### src/rtl/eth_pkt_pkg.sv
// Shared types and constants for the Ethernet store-and-forward packet FIFO.
package eth_pkt_pkg;

  // Default width of the packet / drop / error statistics counters.
  localparam int unsigned CNT_W_DEF = 16;

  // Ingress write-side framing states.
  typedef enum logic [1:0] {
    IDLE,
    RECV,
    DROP
  } wr_state_e;

endpackage

### src/rtl/eth_pkt_ram.sv
// Simple dual-port synchronous RAM: one write port, one read port with a
// registered, resettable read-data output that holds when not read.
module eth_pkt_ram #(
  parameter int unsigned WIDTH = 66,
  parameter int unsigned DEPTH = 64
) (
  input  logic                     clk,
  input  logic                     rst_n,
  input  logic                     wr_en,
  input  logic [$clog2(DEPTH)-1:0] wr_addr,
  input  logic [WIDTH-1:0]         wr_data,
  input  logic                     rd_en,
  input  logic [$clog2(DEPTH)-1:0] rd_addr,
  output logic [WIDTH-1:0]         rd_data
);

  logic [WIDTH-1:0] mem [DEPTH];

  // Storage array write port.
  always_ff @(posedge clk) begin
    if (wr_en) mem[wr_addr] <= wr_data;
  end

  // Registered read port; this register doubles as the egress output stage.
  always_ff @(posedge clk or negedge rst_n) begin
    if (!rst_n) begin
      rd_data <= '0;
    end else if (rd_en) begin
      rd_data <= mem[rd_addr];
    end
  end

endmodule

### src/rtl/eth_pkt_fifo.sv
// Store-and-forward packet FIFO: commits only complete, well-framed packets,
// drops overflowing/oversize packets whole, and presents a ready/valid egress.
module eth_pkt_fifo
  import eth_pkt_pkg::*;
#(
  parameter int unsigned DATA_W        = 64,
  parameter int unsigned DEPTH         = 64,
  parameter int unsigned MAX_PKT_WORDS = 32,
  parameter int unsigned CNT_W         = CNT_W_DEF
) (
  input  logic                     clk,
  input  logic                     resetN,
  input  logic [DATA_W-1:0]        inData,
  input  logic                     inSop,
  input  logic                     inEop,
  input  logic                     vld,
  output logic [DATA_W-1:0]        outData,
  output logic                     outSop,
  output logic                     outEop,
  output logic                     outvld,
  input  logic                     outRdy,
  output logic [$clog2(DEPTH):0]   level,
  output logic [CNT_W-1:0]         pktCount,
  output logic [CNT_W-1:0]         dropCount,
  output logic [CNT_W-1:0]         errCount
);

  localparam int unsigned AW    = $clog2(DEPTH);
  localparam int unsigned PW    = AW + 1;
  localparam int unsigned LEN_W = $clog2(MAX_PKT_WORDS + 1);

  typedef struct packed {
    logic              sop;
    logic              eop;
    logic [DATA_W-1:0] data;
  } pkt_word_t;

  wr_state_e        state, state_nxt;
  logic [PW-1:0]    wr_ptr, commit_ptr, rd_ptr, fetch_ptr;
  logic [PW-1:0]    wr_ptr_nxt, commit_ptr_nxt;
  logic [PW-1:0]    wr_used, commit_used;
  logic [LEN_W-1:0] len, len_nxt;
  logic             start_full, body_full;
  logic             wr_en;
  logic [AW-1:0]    wr_addr;
  logic             pkt_inc, drop_inc, err_inc;
  logic             rd_en, xfer;
  pkt_word_t        wr_word, rd_word;

  // rd_ptr advances on egress transfer, so the word sitting in the output
  // register still occupies its slot; fetch_ptr tracks what has been read
  // out of the RAM into that register.
  assign wr_used     = wr_ptr - rd_ptr;
  assign commit_used = commit_ptr - rd_ptr;
  assign level       = commit_used;

  // A new packet always starts at commit_ptr (an abort rewinds to it), so the
  // start-of-packet space check is made against commit_ptr.
  assign start_full = (commit_used == PW'(DEPTH));
  assign body_full  = (wr_used == PW'(DEPTH)) || (len == LEN_W'(MAX_PKT_WORDS));

  assign wr_word = '{sop: inSop, eop: inEop, data: inData};

  assign xfer  = outvld && outRdy;
  assign rd_en = (fetch_ptr != commit_ptr) && (!outvld || outRdy);

  assign outData = rd_word.data;
  assign outSop  = rd_word.sop;
  assign outEop  = rd_word.eop;

  // Write FSM state register.
  always_ff @(posedge clk or negedge resetN) begin
    if (!resetN) state <= IDLE;
    else         state <= state_nxt;
  end

  // Write FSM next-state: any SOP restarts framing; any EOP ends it.
  always_comb begin
    state_nxt = state;
    if (vld) begin
      if (inSop) begin
        state_nxt = inEop ? IDLE : (start_full ? DROP : RECV);
      end else begin
        unique case (state)
          IDLE:    state_nxt = IDLE;
          RECV:    if (inEop) state_nxt = IDLE;
                   else if (body_full) state_nxt = DROP;
          DROP:    if (inEop) state_nxt = IDLE;
          default: state_nxt = IDLE;
        endcase
      end
    end
  end

  // Write FSM actions: RAM write, pointer moves and counter increments.
  always_comb begin
    wr_en          = 1'b0;
    wr_addr        = wr_ptr[AW-1:0];
    wr_ptr_nxt     = wr_ptr;
    commit_ptr_nxt = commit_ptr;
    len_nxt        = len;
    pkt_inc        = 1'b0;
    drop_inc       = 1'b0;
    err_inc        = 1'b0;
    if (vld) begin
      if (inSop) begin
        err_inc = (state == RECV);
        if (start_full) begin
          drop_inc   = 1'b1;
          wr_ptr_nxt = commit_ptr;
          len_nxt    = '0;
        end else begin
          wr_en      = 1'b1;
          wr_addr    = commit_ptr[AW-1:0];
          wr_ptr_nxt = commit_ptr + PW'(1);
          len_nxt    = LEN_W'(1);
          if (inEop) begin
            commit_ptr_nxt = commit_ptr + PW'(1);
            pkt_inc        = 1'b1;
          end
        end
      end else if (state == IDLE) begin
        err_inc = 1'b1;
      end else if (state == RECV) begin
        if (body_full) begin
          drop_inc   = 1'b1;
          wr_ptr_nxt = commit_ptr;
          len_nxt    = '0;
        end else begin
          wr_en      = 1'b1;
          wr_ptr_nxt = wr_ptr + PW'(1);
          len_nxt    = len + LEN_W'(1);
          if (inEop) begin
            commit_ptr_nxt = wr_ptr + PW'(1);
            pkt_inc        = 1'b1;
          end
        end
      end
    end
  end

  // Pointers, egress valid and saturating statistics counters.
  always_ff @(posedge clk or negedge resetN) begin
    if (!resetN) begin
      wr_ptr     <= '0;
      commit_ptr <= '0;
      rd_ptr     <= '0;
      fetch_ptr  <= '0;
      len        <= '0;
      outvld     <= 1'b0;
      pktCount   <= '0;
      dropCount  <= '0;
      errCount   <= '0;
    end else begin
      wr_ptr     <= wr_ptr_nxt;
      commit_ptr <= commit_ptr_nxt;
      len        <= len_nxt;
      if (xfer)  rd_ptr    <= rd_ptr + PW'(1);
      if (rd_en) fetch_ptr <= fetch_ptr + PW'(1);
      if (rd_en)       outvld <= 1'b1;
      else if (outRdy) outvld <= 1'b0;
      if (pkt_inc  && (pktCount  != '1)) pktCount  <= pktCount  + CNT_W'(1);
      if (drop_inc && (dropCount != '1)) dropCount <= dropCount + CNT_W'(1);
      if (err_inc  && (errCount  != '1)) errCount  <= errCount  + CNT_W'(1);
    end
  end

  eth_pkt_ram #(
    .WIDTH ($bits(pkt_word_t)),
    .DEPTH (DEPTH)
  ) u_ram (
    .clk     (clk),
    .rst_n   (resetN),
    .wr_en   (wr_en),
    .wr_addr (wr_addr),
    .wr_data (wr_word),
    .rd_en   (rd_en),
    .rd_addr (fetch_ptr[AW-1:0]),
    .rd_data (rd_word)
  );

endmodule

### config.mk
export PLATFORM = sky130hd
export DESIGN_NAME = eth_pkt_fifo
export DESIGN_NICKNAME = d
export VERILOG_FILES = /design/src/rtl/eth_pkt_pkg.sv /design/src/rtl/eth_pkt_ram.sv /design/src/rtl/eth_pkt_fifo.sv
export SDC_FILE = /design/constraint.sdc
export NUM_CORES = 2
export LEC_CHECK = 0
export ABC_AREA = 1
export BUFFER_PORTS_ARGS = -buffer_cell sky130_fd_sc_hd__buf_4
export CAP_MARGIN = 20
export CORE_MARGIN = 2
export CORE_UTILIZATION = 55
export DETAILED_ROUTE_END_ITERATION = 8
export PLACE_DENSITY = 0.71
export SYNTH_ARGS = -nofsm -noshare
export SYNTH_HDL_FRONTEND = slang
export SYNTH_MEMORY_MAX_BITS = 65536
export SYNTH_SLANG_ARGS = --single-unit
### constraint.sdc
create_clock -name clk -period 6.4 [get_ports clk]
set_input_delay 1.92 -clock clk [delete_from_list [all_inputs] [get_ports clk]]
set_output_delay 1.92 -clock clk [all_outputs]
set_load 0.02 [all_outputs]
Word-level counts from Yosys, hierarchy flattened --
Memory sizes are Yosys's and may differ from the RTL's. A register that Yosys moved wholly into a read port is not among the register bits. Index checks and enable logic that the tools add are counted.
Word-level totals: flip-flop bits (word level) 85, bits in writable memories 4224, memories 1
Memories:
- u_ram.mem | depth 64, width 66, rd ports 1, clocked after Yosys merged registers in 1, write ports 1, line eth_pkt_ram.sv:17 | logic [WIDTH-1:0] mem [DEPTH];
Cells by class: add/sub/neg operators 10, equality and inequality tests 14, mux-type cells 53, reduce and logical (&&, ||, !) cells 15
Operators by type and width (number):
- 2-to-1 mux 7 bit | 12
- adder 16 x 1 -> 16 bit (second input constant) | 3
- != test 16 bit (second input constant) | 3
- 2-to-1 mux 6 bit | 7
- adder 7 x 1 -> 7 bit (second input constant) | 4
- 2-to-1 mux 1 bit | 27
- equality test 7 bit (second input constant) | 2
- subtractor 7 bit | 2
- 2-to-1 mux 2 bit | 6
- != test 7 bit | 1
- adder 6 x 1 -> 6 bit (second input constant) | 1
- equality test 6 bit (second input constant) | 1
- != test 2 bit (second input constant) | 3
- AND reduction 3 bit | 2
- AND reduction 6 bit | 1
- logical AND 1 bit | 5
- != test 4 bit (second input constant) | 1
- one-hot mux 2 bit (2 select lines) | 1
- nonzero test 2 bit | 2
- != test 3 bit (second input constant) | 1
- equality test 2 x 1 -> 1 bit (second input constant) | 1
- equality test 2 bit (second input constant) | 1
- zero test 1 bit | 2
- zero test 2 bit | 1
- logical OR 1 bit | 2

Longest topological paths before layout --
depth after elaboration 10, depth in mapped cells 19, gate-level depth less buffers 18

Cells and area by module --
From an unflattened synthesis, not the netlist that was laid out.
Unflattened totals: cells, all modules 14586, area, all modules 176971.0 µm²
Modules (own cells, without submodules):
- eth_pkt_ram | instances 1, cells each 13837, area each 171419.4 µm²
- eth_pkt_fifo | instances 1, cells each 749, area each 5551.6 µm²

Worst setup path before layout --
Ideal clock, no wire load.
path kind input -> register, from in vld, to mem u_ram.mem[24][0] (enable), data arrival time 5.707 ns, data required time 5.909 ns, slack 0.203 ns, stages 6, path through clkbuf_1 nand3_4 buf_6 o21ai_2 nand3_2 nor2_1
On the way: longest elaborated chain between the ends 3, elaborated cells on any way between the ends 4
RTL lines:
- start, declared | line eth_pkt_fifo.sv:16 | input logic vld,
- 2-to-1 mux 1 bit | line eth_pkt_fifo.sv:105 | if (vld) begin
- 2-to-1 mux 1 bit | line eth_pkt_ram.sv:21 | if (wr_en) mem[wr_addr] <= wr_data;
- 2-to-1 mux 1 bit (not written as such) | line eth_pkt_ram.sv:21
- end, declared | line eth_pkt_ram.sv:17
Parallel ways exist; a longest one is shown, timed or not.

Worst setup path in the final report --
from reg commit_ptr[0], to mem u_ram.mem[40][1] (enable)
On the way: longest elaborated chain between the ends 7, elaborated cells on any way between the ends 10
RTL lines:
- start, declared | line eth_pkt_fifo.sv:39 | logic [PW-1:0] wr_ptr, commit_ptr, rd_ptr, fetch_ptr;
- start signal, assigned | line eth_pkt_fifo.sv:156 | commit_ptr <= commit_ptr_nxt;
- subtractor 7 bit | line eth_pkt_fifo.sv:54 | assign commit_used = commit_ptr - rd_ptr;
- equality test 7 bit | line eth_pkt_fifo.sv:59 | assign start_full = (commit_used == PW'(DEPTH));
- 2-to-1 mux 1 bit | line eth_pkt_fifo.sv:108 | if (start_full) begin
- 2-to-1 mux 1 bit | line eth_pkt_fifo.sv:106 | if (inSop) begin
- 2-to-1 mux 1 bit | line eth_pkt_fifo.sv:105
- 2-to-1 mux 1 bit | line eth_pkt_ram.sv:21
- 2-to-1 mux 1 bit (not written as such) | line eth_pkt_ram.sv:21
Parallel ways exist; a longest one is shown, timed or not.

==> out/results.tsv <==
stage	metric	value	unit
cells_and_area	multi_input_area	0.0380	sq mm
pwr	pwr_density_cell	453	mW/mm^2
pwr	seqPwrFrac	37.8	%
die	core	0.312	sq mm
timing	final.period_utilization	79.8	%
pwr	pwr-share-comb	34.1	%
critical_path	crit_fanout	16	
logic_synthesis	ys_ff_latch	4375	
clock_network	h-tree-depth	5	
pwr	power_frac_clock	28.1	%
placed_design	place_hpwl	293000	um
routing	avgViaCountPerCell	6.59	
critical_path	r2r_end	u_ram.mem[40][1]	
routing	drtIter0Drc	20000	
clock_network	cts-root-buf	clkbuf_16	
pwr	swShare	38.6	%
cells_and_area	syn_to_final_growth	12.1	%
cells_and_area	layout-drive-gt1-share	8.99	%
timing	finalCriticalPeriod	5.10	ns
logic_synthesis	synthDominantCellAreaShare	73.5	%
timing	slew_violations	0	
cells_and_area	nFillCells	22600	
placed_design	gp_congestion	0.876	
die	rows	205	
status	failed_checks	design-rule violations	
worst_hold_path	worstHoldStart	rd_ptr[3]	
cells_and_area	seqCellArea	0.131	sq mm
critical_path	rr_worst_depth	15	
logic_synthesis	yosysUniqueCellTypes	50	
logic_synthesis	synth_nets	13300	
timing	fmax	196	MHz
logic_synthesis	synthCells	13200	
pwr	intPower	53.8	mW
cells_and_area	nets	13300	
worst_hold_path	worstHoldPathCells	1	
status	status	finished, violations left	
clock_network	cts_tree	built	
routing	drc	2	
logic_synthesis	synth_area	0.173	sq mm
routing	wl_per_cell	29.8	um
critical_path	r2r_slack	1.30	ns
clock_network	clk_latency	1.01	ns
pwr	power_switching	33.8	mW
critical_path	crit_path_end_kind	flip-flop	
die	initial_core_util	55.3	%
timing	relSlewSlack	21.0	%
clock_network	cts_made_buffers	426	
logic_synthesis	synthArstFlopShare	3.45	%
clock_network	cts_hold_buf	0	
global_routing	grt_pass1_wl	755000	um
clock_network	cts.sinks	4375	
logic_synthesis	synth.largest_area_cell	edfxtp_1	
timing	tightest_slew	1.18	ns
die	die_w	564	um
logic_synthesis	ys_seq_area_share	75.7	%
clock_network	clock_path_buffers	4	
global_routing	overflow	0	
job	max_cap_violations	0	
critical_path	setup.worst_path.class	flip-flop to flip-flop	
timing	finalSetupViolCount	0	
worst_hold_path	hp-class	flip-flop to flip-flop	
logic_synthesis	yosys_most_used_dff	edfxtp_1	
critical_path	critPathArrivalTime	5.70	ns
die	die_h	564	um
logic_synthesis	avgSynthCellArea	13.1	sq um
timing	timing.hold.ws	0.495	ns
global_routing	grt_max_degree	214	
placed_design	numPortBuffers	191	
timing	rsz0062_at_grt	false	
die	fp.dieArea	0.318	sq mm
critical_path	required	7.00	ns
global_routing	grt_pass1_vias	110000	
logic_synthesis	synth_edf_count	4224	
global_routing	grt_antenna_before_repair	33	
clock_network	postCtsSetupBuffers	0	
routing	via_count	117000	
timing	skew	0.0891	ns
logic_synthesis	synth.area.top_cells	edfxtp_1, o21ai_0, nor2_1	
routing	drtPass1Iterations	9	
clock_network	clk_pin_slew_worst_paths	0.06	ns
timing	setup_tns	0	ns
die	io_pins	192	
pwr	leakage	62.3	nW
pwr	irDropWorstVdd	373	uV
worst_hold_path	hold_end	rd_ptr[3]	
critical_path	regToRegStartpoint	commit_ptr[0]	
clock_network	ctsResizeCount	0	
global_routing	groute.usage.overall	32.5	%
cells_and_area	final_core_util	62.0	%
logic_synthesis	ys_warn_count	0	
routing	detail-route-antenna-nets	0	
critical_path	worst_setup_path_start_kind	flip-flop	
routing	drt-total-wl	528000	um
timing	hold_violations	0	
-- layout by cell type (no fill, tap or decap), types with 21 or more instances in the layout --
cell type  instances
ha_1              21
clkbuf_1         115
a31oi_1           28
bufinv_16         32
xor2_1            44
buf_4            382
nor2_1          2645
edfxtp_1        4224
o211ai_1         348
nand3_1          519
clkbuf_16        428
o21ai_0         2225
xnor2_1           27
o22ai_1          573
dfrtp_1          146
o221ai_1         155
inv_1             89
buf_12           125
clkinv_2          59
nand4_1           48
nor2_4            68
a21oi_1          171
nand2_1          819
clkinv_1          95
-- routing by layer --
metal	part of all wire (%)	GRT usage, %	wire, um	up-vias
met4	4.6	13.5	24400	16
met1	36	45.1	191000	57700
met5	0.017	0	88	-
met2	45	49.9	239000	8830
li1	-	-	-	48900
met3	14	7.63	73300	1199
-- flip-flops by register name (all words and copies together) (netlist names) --
| signal | flops |
|---|---|
| u_ram.rd_data | 66 |
| errCount | 16 |
| commit_ptr | 7 |
| fetch_ptr | 7 |
| rd_ptr | 7 |
| outvld | 1 |
| wr_ptr | 7 |
| dropCount | 16 |
| state | 2 |
| len | 6 |
| pktCount | 16 |
| u_ram.mem | 4224 |
-- logic make-up after synthesis --
logic type / share of synthesized area (%)
flops: 75.7
simple gates: 9.69
compound gates: 11.5
buf+inv: 2.57
xor+xnor: 0.360
fa+ha+maj: 0.164
-- synthesized netlist by cell type, types with 2 or more instances --
| cell type | count |
|---|---|
| clkbuf_1 | 507 |
| nand2_4 | 4 |
| xor2_1 | 44 |
| a21oi_1 | 171 |
| xnor2_1 | 27 |
| nand3_2 | 8 |
| nand3_1 | 519 |
| nand2_2 | 6 |
| o22ai_1 | 573 |
| nor2_2 | 4 |
| nor2_4 | 2 |
| clkinv_1 | 2 |
| nand2_1 | 819 |
| buf_2 | 337 |
| nor4_1 | 7 |
| nand4_1 | 48 |
| nor2_1 | 2711 |
| buf_6 | 7 |
| nand4_2 | 6 |
| nor3_1 | 16 |
| o221ai_1 | 155 |
| inv_2 | 10 |
| edfxtp_1 | 4224 |
| ha_1 | 21 |
| or2_2 | 5 |
| o21ai_2 | 4 |
| o21ai_0 | 2225 |
| nand3b_1 | 3 |
| a31oi_1 | 28 |
| o21bai_1 | 3 |
| nand4_4 | 2 |
| o211ai_1 | 348 |
| buf_1 | 32 |
| a22oi_1 | 3 |
| buf_4 | 32 |
| o21ai_1 | 15 |
| dfrtp_1 | 151 |
| inv_1 | 93 |
-- through the flow --
| stage | std cells | instance area [sq um] | setup WS (ns) | power, mW |
|---|---|---|---|---|
| 6_report | 17700 | 193000 | 1.30 | 87.7 |
| 5_1_grt | 17700 | 193000 | 1.12 | 90.8 |
| 4_1_cts | 17700 | 193000 | 1.38 | 86.9 |
| 3_5_place_dp | 16900 | 180000 | 0.895 | 62.6 |
| 3_3_place_gp | 16900 | 180000 | 0.931 | 62.1 |
| 2_1_floorplan | 13200 | 173000 | 0.203 | 51.0 |
-- critical path, cell delays in order, from the launching register on --
cell and delay [ns]:
dfrtp_1 0.47, inv_1 0.18, ha_1 0.23, inv_1 0.11, fa_1 0.43, or2_1 0.23
nor2_1 0.12, nand3_1 0.10, nor2_2 0.16, nand3_2 0.31, nand3_4 0.29, nand2_1 0.10
nand2_2 0.19, nand4_2 0.55, nor2_4 0.87, buf_4 0.38
-- layout make-up --
type                       instances  area share [%]
clock inverter                   227            1.17
timing repair buffer             509            2.80
antenna                           12          0.0155
multi-input combinational       7787            19.7
tap                             4140            2.68
sequential                      4375            67.5
inverter                         106           0.239
clock buffer                     561            5.89
-- worst max-delay path by stage --
stage	start	endpoint	slack, ns	cells after the start
after global routing	commit_ptr[0]	u_ram.mem[29][28]	1.12	15
after floorplan	vld	u_ram.mem[24][0]	0.20	6
final	commit_ptr[0]	u_ram.mem[40][1]	1.30	15
after detailed placement	inSop	u_ram.mem[29][17]	0.89	8
after global placement	inSop	u_ram.mem[29][18]	0.93	8
after CTS	commit_ptr[0]	u_ram.mem[29][14]	1.38	15
-- power by group through the flow --
stage	combinational, mW	sequential (mW)	clock [mW]
6_report	29.9	33.2	24.6
5_1_grt	31.7	33.2	25.8
4_1_cts	29.1	33.1	24.7
3_5_place_dp	28.9	33.7	0
3_3_place_gp	28.4	33.7	0
2_1_floorplan	17.5	33.5	0
Power figures use the tool's default switching activity.
